==> src/rtl/pipe_ctrl_pkg.sv <==
// rtl/pipe_ctrl_pkg.sv - shared types and encodings for the pipeline hazard controller
// Contents: controller state enum and pc_src mux encodings.
package pipe_ctrl_pkg;

    typedef enum logic [1:0] {
        RUN      = 2'd0,
        MEM_WAIT = 2'd1,
        HALT     = 2'd2
    } state_t;

    localparam logic [1:0] PCSRC_SEQ = 2'b00;
    localparam logic [1:0] PCSRC_BR  = 2'b01;
    localparam logic [1:0] PCSRC_JMP = 2'b10;

endpackage

==> src/rtl/sat_counter.sv <==
// rtl/sat_counter.sv - saturating up-counter for performance debug
// Ports:
//   clk   - rising-edge clock
//   reset - asynchronous active-high clear
//   inc   - add one this cycle (ignored once the count is all-ones)
//   count - current count value
module sat_counter #(
    parameter int WIDTH = 16
) (
    input  logic             clk,
    input  logic             reset,
    input  logic             inc,
    output logic [WIDTH-1:0] count
);

    logic [WIDTH-1:0] count_q;

    always_ff @(posedge clk or posedge reset) begin
        if (reset) begin
            count_q <= '0;
        end else if (inc && (count_q != '1)) begin
            count_q <= count_q + 1'b1;
        end
    end

    assign count = count_q;

endmodule

==> src/rtl/pipeline_hazard_ctrl.sv <==
// rtl/pipeline_hazard_ctrl.sv - hazard and sequencing controller for the 5-stage pipeline
// Ports:
//   clk, reset                       - clock, asynchronous active-high reset
//   ifid_rs/ifid_rt                  - source registers of the instruction in ID
//   idex_memread/idex_rt             - load detection for the instruction in EX
//   id_jump                          - jump decoded in ID
//   exmem_beq/exmem_bne/exmem_zero   - branch resolution in MEM
//   mem_req/mem_ready                - data-memory handshake for the instruction in MEM
//   pc_write/ifid_write/pipe_hold    - register load enables / freeze
//   *_flush                          - bubble insertion per pipeline register
//   pc_src                           - next-PC select
//   mem_timeout                      - sticky watchdog error
//   stall_cnt/flush_cnt              - saturating performance counters
module pipeline_hazard_ctrl
    import pipe_ctrl_pkg::*;
#(
    parameter int MEM_TIMEOUT = 16,
    parameter int CNT_W       = 16
) (
    input  logic             clk,
    input  logic             reset,
    input  logic [4:0]       ifid_rs,
    input  logic [4:0]       ifid_rt,
    input  logic             idex_memread,
    input  logic [4:0]       idex_rt,
    input  logic             id_jump,
    input  logic             exmem_beq,
    input  logic             exmem_bne,
    input  logic             exmem_zero,
    input  logic             mem_req,
    input  logic             mem_ready,
    output logic             pc_write,
    output logic             ifid_write,
    output logic             pipe_hold,
    output logic             ifid_flush,
    output logic             idex_flush,
    output logic             exmem_flush,
    output logic             memwb_flush,
    output logic [1:0]       pc_src,
    output logic             mem_timeout,
    output logic [CNT_W-1:0] stall_cnt,
    output logic [CNT_W-1:0] flush_cnt
);

    localparam int              WC_W     = $clog2(MEM_TIMEOUT + 1);
    localparam logic [WC_W-1:0] WAIT_MAX = WC_W'(MEM_TIMEOUT);

    state_t          state_q, state_d;
    logic [WC_W-1:0] wait_cnt_q, wait_cnt_d;
    logic            timeout_q, timeout_d;

    logic       taken, loaduse;
    logic       freeze, resolve, redirect;
    logic       pc_write_c, ifid_write_c, pipe_hold_c;
    logic       ifid_flush_c, idex_flush_c, exmem_flush_c, memwb_flush_c;
    logic [1:0] pc_src_c;

    assign taken   = (exmem_beq & exmem_zero) | (exmem_bne & ~exmem_zero);
    // r0 is hardwired to zero, so a load targeting it never creates a dependency.
    assign loaduse = idex_memread && (idex_rt != 5'd0) &&
                     ((idex_rt == ifid_rs) || (idex_rt == ifid_rt));

    always_ff @(posedge clk or posedge reset) begin
        if (reset) begin
            state_q    <= RUN;
            wait_cnt_q <= '0;
            timeout_q  <= 1'b0;
        end else begin
            state_q    <= state_d;
            wait_cnt_q <= wait_cnt_d;
            timeout_q  <= timeout_d;
        end
    end

    always_comb begin
        state_d       = state_q;
        wait_cnt_d    = wait_cnt_q;
        timeout_d     = timeout_q;
        freeze        = 1'b0;
        resolve       = 1'b0;
        redirect      = 1'b0;
        pc_write_c    = 1'b1;
        ifid_write_c  = 1'b1;
        pipe_hold_c   = 1'b0;
        ifid_flush_c  = 1'b0;
        idex_flush_c  = 1'b0;
        exmem_flush_c = 1'b0;
        memwb_flush_c = 1'b0;
        pc_src_c      = PCSRC_SEQ;

        case (state_q)
            RUN: begin
                if (mem_req && !mem_ready) begin
                    freeze     = 1'b1;
                    state_d    = MEM_WAIT;
                    wait_cnt_d = WC_W'(1);
                end else begin
                    resolve = 1'b1;
                end
            end
            MEM_WAIT: begin
                if (!mem_ready) begin
                    freeze = 1'b1;
                    if (wait_cnt_q == WAIT_MAX) begin
                        state_d   = HALT;
                        timeout_d = 1'b1;
                    end else begin
                        wait_cnt_d = wait_cnt_q + 1'b1;
                    end
                end else begin
                    // Branch/jump/load-use held during the wait resolve on the ready cycle.
                    resolve    = 1'b1;
                    state_d    = RUN;
                    wait_cnt_d = '0;
                end
            end
            HALT: begin
                freeze = 1'b1;
            end
            default: begin
                freeze  = 1'b1;
                state_d = RUN;
            end
        endcase

        if (freeze) begin
            pc_write_c    = 1'b0;
            ifid_write_c  = 1'b0;
            pipe_hold_c   = 1'b1;
            memwb_flush_c = 1'b1;
        end

        if (resolve) begin
            if (taken) begin
                pc_src_c      = PCSRC_BR;
                ifid_flush_c  = 1'b1;
                idex_flush_c  = 1'b1;
                exmem_flush_c = 1'b1;
                redirect      = 1'b1;
            end else if (id_jump) begin
                pc_src_c     = PCSRC_JMP;
                ifid_flush_c = 1'b1;
                redirect     = 1'b1;
            end else if (loaduse) begin
                pc_write_c   = 1'b0;
                ifid_write_c = 1'b0;
                idex_flush_c = 1'b1;
            end
        end
    end

    // Reset forces a safe frozen/flushed pipeline independent of the clock.
    assign pc_write    = reset ? 1'b0 : pc_write_c;
    assign ifid_write  = reset ? 1'b0 : ifid_write_c;
    assign pipe_hold   = reset ? 1'b1 : pipe_hold_c;
    assign ifid_flush  = reset ? 1'b1 : ifid_flush_c;
    assign idex_flush  = reset ? 1'b1 : idex_flush_c;
    assign exmem_flush = reset ? 1'b1 : exmem_flush_c;
    assign memwb_flush = reset ? 1'b1 : memwb_flush_c;
    assign pc_src      = reset ? PCSRC_SEQ : pc_src_c;
    assign mem_timeout = timeout_q;

    sat_counter #(.WIDTH(CNT_W)) u_stall_cnt (
        .clk   (clk),
        .reset (reset),
        .inc   (~pc_write_c),
        .count (stall_cnt)
    );

    sat_counter #(.WIDTH(CNT_W)) u_flush_cnt (
        .clk   (clk),
        .reset (reset),
        .inc   (redirect),
        .count (flush_cnt)
    );

endmodule

==> config.mk <==
export PLATFORM = sky130hd
export DESIGN_NAME = pipeline_hazard_ctrl
export DESIGN_NICKNAME = d
export VERILOG_FILES = /design/src/rtl/pipe_ctrl_pkg.sv /design/src/rtl/sat_counter.sv /design/src/rtl/pipeline_hazard_ctrl.sv
export SDC_FILE = /design/constraint.sdc
export NUM_CORES = 1
export LEC_CHECK = 0
export CAP_MARGIN = 20
export CORE_AREA = 3 3 90 92
export DETAILED_ROUTE_END_ITERATION = 16
export DIE_AREA = 0 0 93 95
export GPL_TIMING_DRIVEN = 0
export HOLD_SLACK_MARGIN = 0.05
export PLACE_DENSITY = 0.59
export RECOVER_POWER = 50
export SLEW_MARGIN = 20
export SYNTH_ARGS = -nofsm -noshare
export SYNTH_HDL_FRONTEND = slang
export SYNTH_SLANG_ARGS = --single-unit
==> constraint.sdc <==
create_clock -name clk -period 5.1 [get_ports clk]
set_input_delay 1.53 -clock clk [delete_from_list [all_inputs] [get_ports clk]]
set_output_delay 1.53 -clock clk [all_outputs]
set_load 0.05 [all_outputs]
==> metrics.yaml, run 1 <==
job:
  maxCapViolCount: 0
floorplanning:
  io_pins: 66
  die_h_um: 95
  die_area_um2: 8840
  rows: 31
  fp.coreArea_um2: 7290
  die_width_um: 93
  start_util_pct: 30.1
power:
  switching_power_uw: 496
  leakage_nw: 1.33
  ir_worst_vdd_uv: 304
  power_density_nw_per_um2: 374
  p_seq_share_pct: 38.3
  combPwrFrac_pct: 42.8
  power_frac_clock_pct: 18.9
  internal_power_uw: 654
  power_switching_share_pct: 43.2
  power_mw: 1.15
worst_setup_path:
  crit_path_start: "idex_rt[1]"
  cp_slowest_cell: "or4_1"
  cp_data_required_time_ns: 3.57
  path_max_fanout: 3
  max_stage_delay_ns: 0.55
  critical_path_class: "in2out"
  r2r-start: "state_q[0]"
  arrival_ns: 3.48
  crit_path_end_kind: "output port"
  path_cells: "clkdlybuf4s50_1 > or4_1 > o21a_1 > a41o_1 > dlygate4sd2_1"
  startpoint_type: "input port"
global_routing:
  use_met3_pct: 4.06
  antenna_found_initial: 0
  overflow: 0
  use_met1_pct: 16.4
  grt_first_pass_wirelength_mm: 8.83
  grt_util_met2_pct: 19.6
  grt_usage_pct: 12.5
  grt_max_degree: 22
  busiest_layer: "met2"
  first_global_vias: 1808
routing:
  finalWirelength_mm: 5.27
  vias_per_cell: 4.70
  num_vias: 1811
  drt.antenna.violating_nets: 0
  wl_per_cell_um: 13.7
  drc: 0
  drt-initial-drc-count: 71
  dr.pass1.iters: 4
placed_design:
  globalplace.congestion: 0.752
  dpl.cell_count: 374
  io_buffer_count: 65
  dp_hpwl_mm: 3.81
synth:
  synth_top_cell_by_area: "dfrtp_1"
  yosysTopAreaCellShare_pct: 45.6
  synth_flop_cell: "dfrtp_1"
  synth_area_leaders: "dfrtp_1 (46%), xnor2_1 (13%), nand4_1 (4.3%)"
  synth_edf_count: 0
  synth_nets: 238
  synth_compound_area_share_pct: 6.67
  yosys-mux-area-fraction_pct: 0.969
  synthSimpleGateAreaFrac_pct: 25.9
  synthDistinctLibCells: 43
  ys_seq_elements: 40
  synth_xor_area_share_pct: 16.0
  synth_fa_ha_area_share_pct: 2.28
  synthCells: 210
  async_flop_share_pct: 100
  synth.avg_cell_area_um2: 10.5
  synth_area_um2: 2200
  yosysWarnings: 0
  synth_seq_area_share_pct: 45.6
  synth_top_family_by_area: "simple AND/OR/NAND/NOR gates"
clock_network:
  tritoncts: "built"
  clock-sinks: 40
  cts_hold_buf: 0
  clkSlewWorstSetupHoldPaths_ns: 0.08
  cts-root-buf: "clkbuf_8"
  numCtsBuffers: 5
  clock_latency_ns: 0.29
  cts_htree_levels: 2
  clock_path_buffers: 2
timing:
  tns_ns: 0
  worstMarginPinSlew_ns: 0.971
  post-route-period-util_pct: 98.2
  fin_crit_ns: 5.01
  finalHoldViolCount: 0
  worst_hold_slack_ns: 0.474
  rsz0062_at_grt: "false"
  timing_max_transition_violations_final: 0
  max_slew_margin_pct: 34.9
  skew_ns: 0.00568
  max_freq_mhz: 200
  setup_violations: 0
hold_path:
  min_from: "mem_timeout"
  min_path_type: "reg2reg"
status:
  outcome: "finished clean"
finish:
  area_growth_pct: 40.1
  final_cell_mix: "clkdlybuf4s50_1 (45), dfrtp_1 (40), xnor2_1 (32), nand2_1 (22)"
  antenna_cells: 0
  drive_above_1_share_pct: 11.2
  instances_no_fill: 385
  nets: 313
  seq_area_um2: 1000
  multi_input_area_um2: 1150
  final_common_cell: "clkdlybuf4s50_1"
  fillers: 748
## Yosys cell counts, types with 2 or more instances
| cell | n |
|---|---|
| nand2_1 | 22 |
| inv_1 | 6 |
| and4_1 | 2 |
| and2_1 | 2 |
| nor3_1 | 6 |
| o21a_1 | 2 |
| xnor2_1 | 32 |
| o21ai_0 | 2 |
| nand3_2 | 4 |
| ha_1 | 4 |
| nor2_1 | 15 |
| a31oi_1 | 2 |
| a21o_1 | 2 |
| dfrtp_1 | 40 |
| or2_2 | 3 |
| nand4_4 | 2 |
| a41o_1 | 2 |
| xor2_1 | 8 |
| nand3_1 | 7 |
| a21oi_1 | 2 |
| buf_4 | 2 |
| and3_1 | 6 |
| nand4_1 | 15 |
| nand4_2 | 3 |
## layer usage
| metal | vias up | share of wire (%) |
|---|---|---|
| li1 | 896 | - |
| met1 | 858 | 48 |
| met2 | 51 | 44 |
| met3 | 6 | 6.9 |
| met4 | 0 | 1.1 |
| met5 | - | 0 |
## area by class of cell
type | count | share of cell area (%)
repair inverters | 2 | 0.325
clock buffers | 8 | 2.93
plain buffers | 5 | 1.14
well taps | 99 | 4.03
flip-flops and latches | 40 | 32.5
multi-input cells | 159 | 37.3
repair buffers | 66 | 20.9
inverters | 6 | 0.773
## worst paths after layout
kind | end | slack, ns | cells past startpoint
max | idex_flush | 0.09 | 5
min | mem_timeout | 0.47 | 1
max reg2reg | u_flush_cnt.count[9] | 3.04 | 6
min reg2reg | mem_timeout | 0.47 | 1
max in group asynchronous | u_stall_cnt.count[10] | 2.63 | 2
min in group asynchronous | u_stall_cnt.count[4] | 1.85 | 2
## worst max-delay path: cells and delay by family
| kind | cells | cell delay, ns |
|---|---|---|
| simple gates | 1 | 0.55 |
| compound gates | 2 | 0.50 |
| buf+inv | 2 | 0.90 |
## registers in the layout, summed over array words and instances, names as in the netlist
register / cells
wait_cnt_q: 5
mem_timeout: 1
u_flush_cnt.count: 16
u_stall_cnt.count: 16
state_q: 2
## power by group through the flow
stage / sequential, mW / clock, mW / combinational [mW]
4_1_cts: 0.442 / 0.230 / 0.505
3_5_place_dp: 0.447 / 0 / 0.503
2_1_floorplan: 0.611 / 0 / 0.159
3_3_place_gp: 0.446 / 0 / 0.499
6_report: 0.440 / 0.218 / 0.492
5_1_grt: 0.452 / 0.242 / 0.527
## cell families (layout without fill, tap and decap cells)
logic type      count (synthesis)  after routing
xor+xnor                       40             40
mux                             2              2
buf+inv                        11             87
compound gates                 18             18
simple gates                   95             95
flops                          40             40
fa+ha+maj                       4              4
## what timing repair did
item	CTS	global route
buffers inserted	1	0
endpoints found under the setup margin	9	4
resized for setup	11	5
cloned	2	0
pin swaps	0	0
## stage by stage
stage               util [%]  setup slack (ns)  instance area (µm²)
global route            42.2            0.0219                 3080
finish                  42.2            0.0898                 3080
global placement        40.9            -0.764                 2980
CTS                     42.3           0.00473                 3090
floorplan                  -            0.0318                 2210
detailed placement      40.9            -0.803                 2980
Power figures use the tool's default switching activity.
==> run 2: changes to the inputs <==
--- a/config.mk
+++ b/config.mk
@@ -9,7 +9,6 @@
 export CORE_AREA = 3 3 90 92
 export DETAILED_ROUTE_END_ITERATION = 16
 export DIE_AREA = 0 0 93 95
-export GPL_TIMING_DRIVEN = 0
 export HOLD_SLACK_MARGIN = 0.05
 export PLACE_DENSITY = 0.59
 export RECOVER_POWER = 50
==> metrics.yaml, run 2 (same netlist as run 1, synthesis figures left out) <==
clock_network:
  clock_path_buffers: 2
  clkSlewWorstSetupHoldPaths_ns: 0.07
  tritoncts: "built"
  cts-resized-gates: 0
  cts_setup_buffers: 0
  cts_htree_levels: 2
  clock_latency_ns: 0.30
  numCtsBuffers: 5
  clock-sinks: 40
  cts_hold_buf: 0
  cts-root-buf: "clkbuf_8"
timing:
  rsz0062_at_grt: "false"
  post-route-period-util_pct: 94.4
  max_freq_mhz: 208
  tns_ns: 0
  max_slew_margin_pct: -43.7
  worstMarginPinSlew_ns: 2.15
  finalHoldViolCount: 0
  timing.final.ws_setup_ns: 0.284
  setup_violations: 0
  skew_ns: 0.00994
  timing_max_transition_violations_final: 41
  fin_crit_ns: 4.82
placed_design:
  dp_hpwl_mm: 3.83
  pre_cts_slack_ns: 0.342
  dpl.cell_count: 371
  io_buffer_count: 65
  globalplace.congestion: 0.733
worst_setup_path:
  crit_path_end_kind: "output port"
  cp_data_required_time_ns: 3.57
  max_stage_delay_ns: 0.62
  critical_path_class: "in2out"
  path_cells: "dlygate4sd3_1 > o21ba_1 > or2_2 > o21ai_1 > a41o_1 > buf_12"
  arrival_ns: 3.29
  cp_slowest_cell: "dlygate4sd3_1"
  cp_num_buf_inv: 2
  path_max_fanout: 5
  cpLargestDelayFamily: "buffers and inverters"
  startpoint_type: "input port"
global_routing:
  grt_max_degree: 41
  antenna_found_initial: 0
  grt_usage_pct: 12.3
  first_global_vias: 1881
  overflow: 0
  grt_first_pass_wirelength_mm: 8.80
routing:
  vias_per_cell: 4.79
  wl_per_cell_um: 13.4
  drc: 0
  num_vias: 1817
  dr.pass1.iters: 4
  drt.antenna.violating_nets: 0
  finalWirelength_mm: 5.07
  drt-initial-drc-count: 82
finish:
  drive_above_1_share_pct: 11.8
  fillers: 748
  antenna_cells: 0
  final_cell_mix: "clkdlybuf4s50_1 (44), dfrtp_1 (40), xnor2_1 (32), nand2_1 (22)"
  instances_no_fill: 379
  nets: 307
  final_common_cell: "clkdlybuf4s50_1"
  area_growth_pct: 39.9
power:
  internal_power_uw: 659
  combPwrFrac_pct: 42.2
  power_frac_clock_pct: 18.9
  ir_worst_vdd_uv: 329
  switching_power_uw: 496
  p_seq_share_pct: 38.9
  leakage_nw: 1.31
  power_switching_share_pct: 42.9
  power_density_nw_per_um2: 376
floorplanning:
  io_pins: 66
  die_width_um: 93
  die_h_um: 95
  rows: 31
  fp.coreArea_um2: 7290
  die_area_um2: 8840
  start_util_pct: 30.1
status:
  violations: "capacitance limit, slew limit"
  outcome: "complete, but fails checks"
job:
  maxCapViolCount: 1
hold_path:
  min_path_type: "reg2reg"
-- run 2: final cells by class --
cell class	count	area (µm²)	area share (%)
Tap cell	99	124	4.03
Multi-Input combinational cell	159	1140	37.3
Clock buffer	8	90.1	2.93
Timing Repair Buffer	67	689	22.4
Sequential cell	40	1000	32.6
Inverter	6	23.8	0.774
-- run 2: path summary, 6_finish.rpt --
check	from	endpoint	slack, ns	cells after the start
worst max-delay path	mem_ready	idex_flush	0.28	6
worst min-delay path	mem_timeout	mem_timeout	0.48	1
worst max register to register	state_q[0]	u_flush_cnt.count[9]	3.03	6
worst min register to register	mem_timeout	mem_timeout	0.48	1
max in group asynchronous	reset	u_stall_cnt.count[7]	1.31	3
min in group asynchronous	reset	u_flush_cnt.count[13]	2.56	3
-- run 2: metrics by stage --
step	total power [mW]	util (%)	hold slack, ns	instance area (µm²)
after floorplan	0.769	-	0.497	2210
after global placement	0.947	41.0	0.458	2990
after detailed placement	0.953	41.0	0.462	2990
after CTS	1.17	42.2	0.480	3080
after global routing	1.22	42.1	0.496	3070
final	1.16	42.1	0.476	3070
-- run 2: power by group through the flow --
stage | sequential, mW | clock [mW] | combinational [mW]
after floorplan | 0.611 | 0 | 0.159
after global placement | 0.454 | 0 | 0.493
after detailed placement | 0.456 | 0 | 0.497
after CTS | 0.451 | 0.225 | 0.499
after global routing | 0.462 | 0.238 | 0.521
final | 0.449 | 0.218 | 0.488
-- run 2: routing by layer --
| metal | GRT usage (%) | up-vias | wire, µm |
|---|---|---|---|
| met5 | 0 | - | 0 |
| met4 | 4.15 | 0 | 81 |
| met3 | 3.67 | 8 | 364 |
| met2 | 19.9 | 57 | 2260 |
| met1 | 15.9 | 872 | 2360 |
| li1 | - | 880 | - |
==> run 3: changes to the inputs <==
--- a/config.mk
+++ b/config.mk
@@ -6,11 +6,11 @@
 export NUM_CORES = 1
 export LEC_CHECK = 0
 export CAP_MARGIN = 20
-export CORE_AREA = 3 3 90 92
+export CORE_AREA = 3 3 73 75
 export DETAILED_ROUTE_END_ITERATION = 16
-export DIE_AREA = 0 0 93 95
+export DIE_AREA = 0 0 76 78
 export HOLD_SLACK_MARGIN = 0.05
-export PLACE_DENSITY = 0.59
+export PLACE_DENSITY = 0.83
 export RECOVER_POWER = 50
 export SLEW_MARGIN = 20
 export SYNTH_ARGS = -nofsm -noshare
==> metrics.yaml, run 3 (same netlist as run 1, synthesis figures left out) <==
clock_network:
  tritoncts: "built"
  cts_hold_buf: 0
  clock-sinks: 40
  cts-resized-gates: 0
  cts-root-buf: "clkbuf_8"
  clock_path_buffers: 2
  numCtsBuffers: 5
  cts_htree_levels: 2
  cts_setup_buffers: 0
  clock_latency_ns: 0.29
  clkSlewWorstSetupHoldPaths_ns: 0.07
floorplanning:
  rows: 25
  fp.coreArea_um2: 4720
  die_h_um: 78
  die_area_um2: 5930
  start_util_pct: 46.5
  die_width_um: 76
  io_pins: 66
routing:
  finalWirelength_mm: 4.81
  drt.antenna.violating_nets: 0
  num_vias: 1818
  vias_per_cell: 5.24
  drc: 0
  drt-initial-drc-count: 83
  wl_per_cell_um: 13.8
  dr.pass1.iters: 4
timing:
  tns_ns: 0
  max_slew_margin_pct: -39.1
  skew_ns: 0.00629
  worst_hold_slack_ns: 0.468
  max_freq_mhz: 205
  timing_max_transition_violations_final: 41
  finalHoldViolCount: 0
  rsz0062_at_grt: "false"
  fin_crit_ns: 4.87
  worstMarginPinSlew_ns: 2.09
  post-route-period-util_pct: 95.5
  setup_violations: 0
finish:
  antenna_cells: 0
  fillers: 389
  final_common_cell: "clkdlybuf4s50_1"
  nets: 308
  area_growth_pct: 37.7
  finalInstanceArea_um2: 3020
  final_cell_mix: "clkdlybuf4s50_1 (42), dfrtp_1 (40), xnor2_1 (32), nand2_1 (22)"
  drive_above_1_share_pct: 11.8
  instances_no_fill: 347
power:
  ir_worst_vdd_uv: 390
  leakage_nw: 1.32
  power_density_nw_per_um2: 372
  combPwrFrac_pct: 43.1
  power_frac_clock_pct: 17.3
  power_switching_share_pct: 42.9
  switching_power_uw: 483
  power_mw: 1.12
  p_seq_share_pct: 39.6
  internal_power_uw: 641
worst_setup_path:
  cp_data_required_time_ns: 3.57
  startpoint_type: "input port"
  critical_path_class: "in2out"
  path_max_fanout: 5
  arrival_ns: 3.34
  crit_path_end_kind: "output port"
status:
  violations: "capacitance limit, slew limit"
  outcome: "complete, but fails checks"
global_routing:
  antenna_found_initial: 0
  grt_usage_pct: 17.3
  overflow: 0
  first_global_vias: 1787
  grt_first_pass_wirelength_mm: 8.40
  grt_max_degree: 41
job:
  maxCapViolCount: 1
placed_design:
  place_area_um2: 2960
  dp_hpwl_mm: 3.63
  io_buffer_count: 65
  dpl.cell_count: 340
  globalplace.congestion: 0.806
hold_path:
  min_path_type: "reg2reg"
## run 3: changes by cell type in the layout (fill, tap and decap cells not counted), sizes merged
cell           before  now
clkdlybuf4s50      44   42
dlygate4sd3        12   14
clkbuf              9    7
clkinv              0    1
buf                10   11
## run 3: metrics by stage
stage	setup slack (ns)	util (%)
floorplan	0.0318	-
global placement	0.342	62.6
detailed placement	0.334	62.6
CTS	0.315	64.2
global route	0.150	64.0
finish	0.232	64.0
## run 3: power groups by stage
| stage | clock network [mW] | logic [mW] | registers [mW] |
|---|---|---|---|
| finish | 0.195 | 0.484 | 0.445 |
| global route | 0.219 | 0.519 | 0.459 |
| CTS | 0.205 | 0.495 | 0.447 |
| detailed placement | 0 | 0.493 | 0.452 |
| global placement | 0 | 0.488 | 0.452 |
| floorplan | 0 | 0.159 | 0.611 |
## run 3: critical path, stage by stage
cell	delay [ns]
dlygate4sd3_1	0.61
o21ba_1	0.21
a211oi_1	0.58
or2_2	0.22
buf_4	0.19
## run 3: final timing paths
check                                  from                   end  slack (ns)  cells past startpoint
worst max-delay path              mem_ready            ifid_flush        0.23                      5
worst min-delay path            mem_timeout           mem_timeout        0.47                      1
worst max register to register   state_q[0]  u_flush_cnt.count[9]        2.83                      6
worst min register to register  mem_timeout           mem_timeout        0.47                      1
max in group asynchronous             reset  u_flush_cnt.count[7]        1.34                      3
min in group asynchronous             reset  u_stall_cnt.count[8]        2.55                      3
## run 3: area by class of cell
class	instances	area (µm²)	share of cell area, %
clock inverter	1	5.00	0.166
tap	67	83.8	2.77
timing repair buffer	68	697	23.1
sequential	40	1000	33.1
clock buffer	6	72.6	2.40
multi-input combinational	159	1140	37.7
inverter	6	23.8	0.786
## run 3: metal layers
metal,GRT usage [%],wire [µm],vias to the layer above
met5,0,0,-
met4,4.35,15,0
met3,5.57,329,2
met2,28.5,2290,64
met1,22.2,2170,869
li1,-,-,883
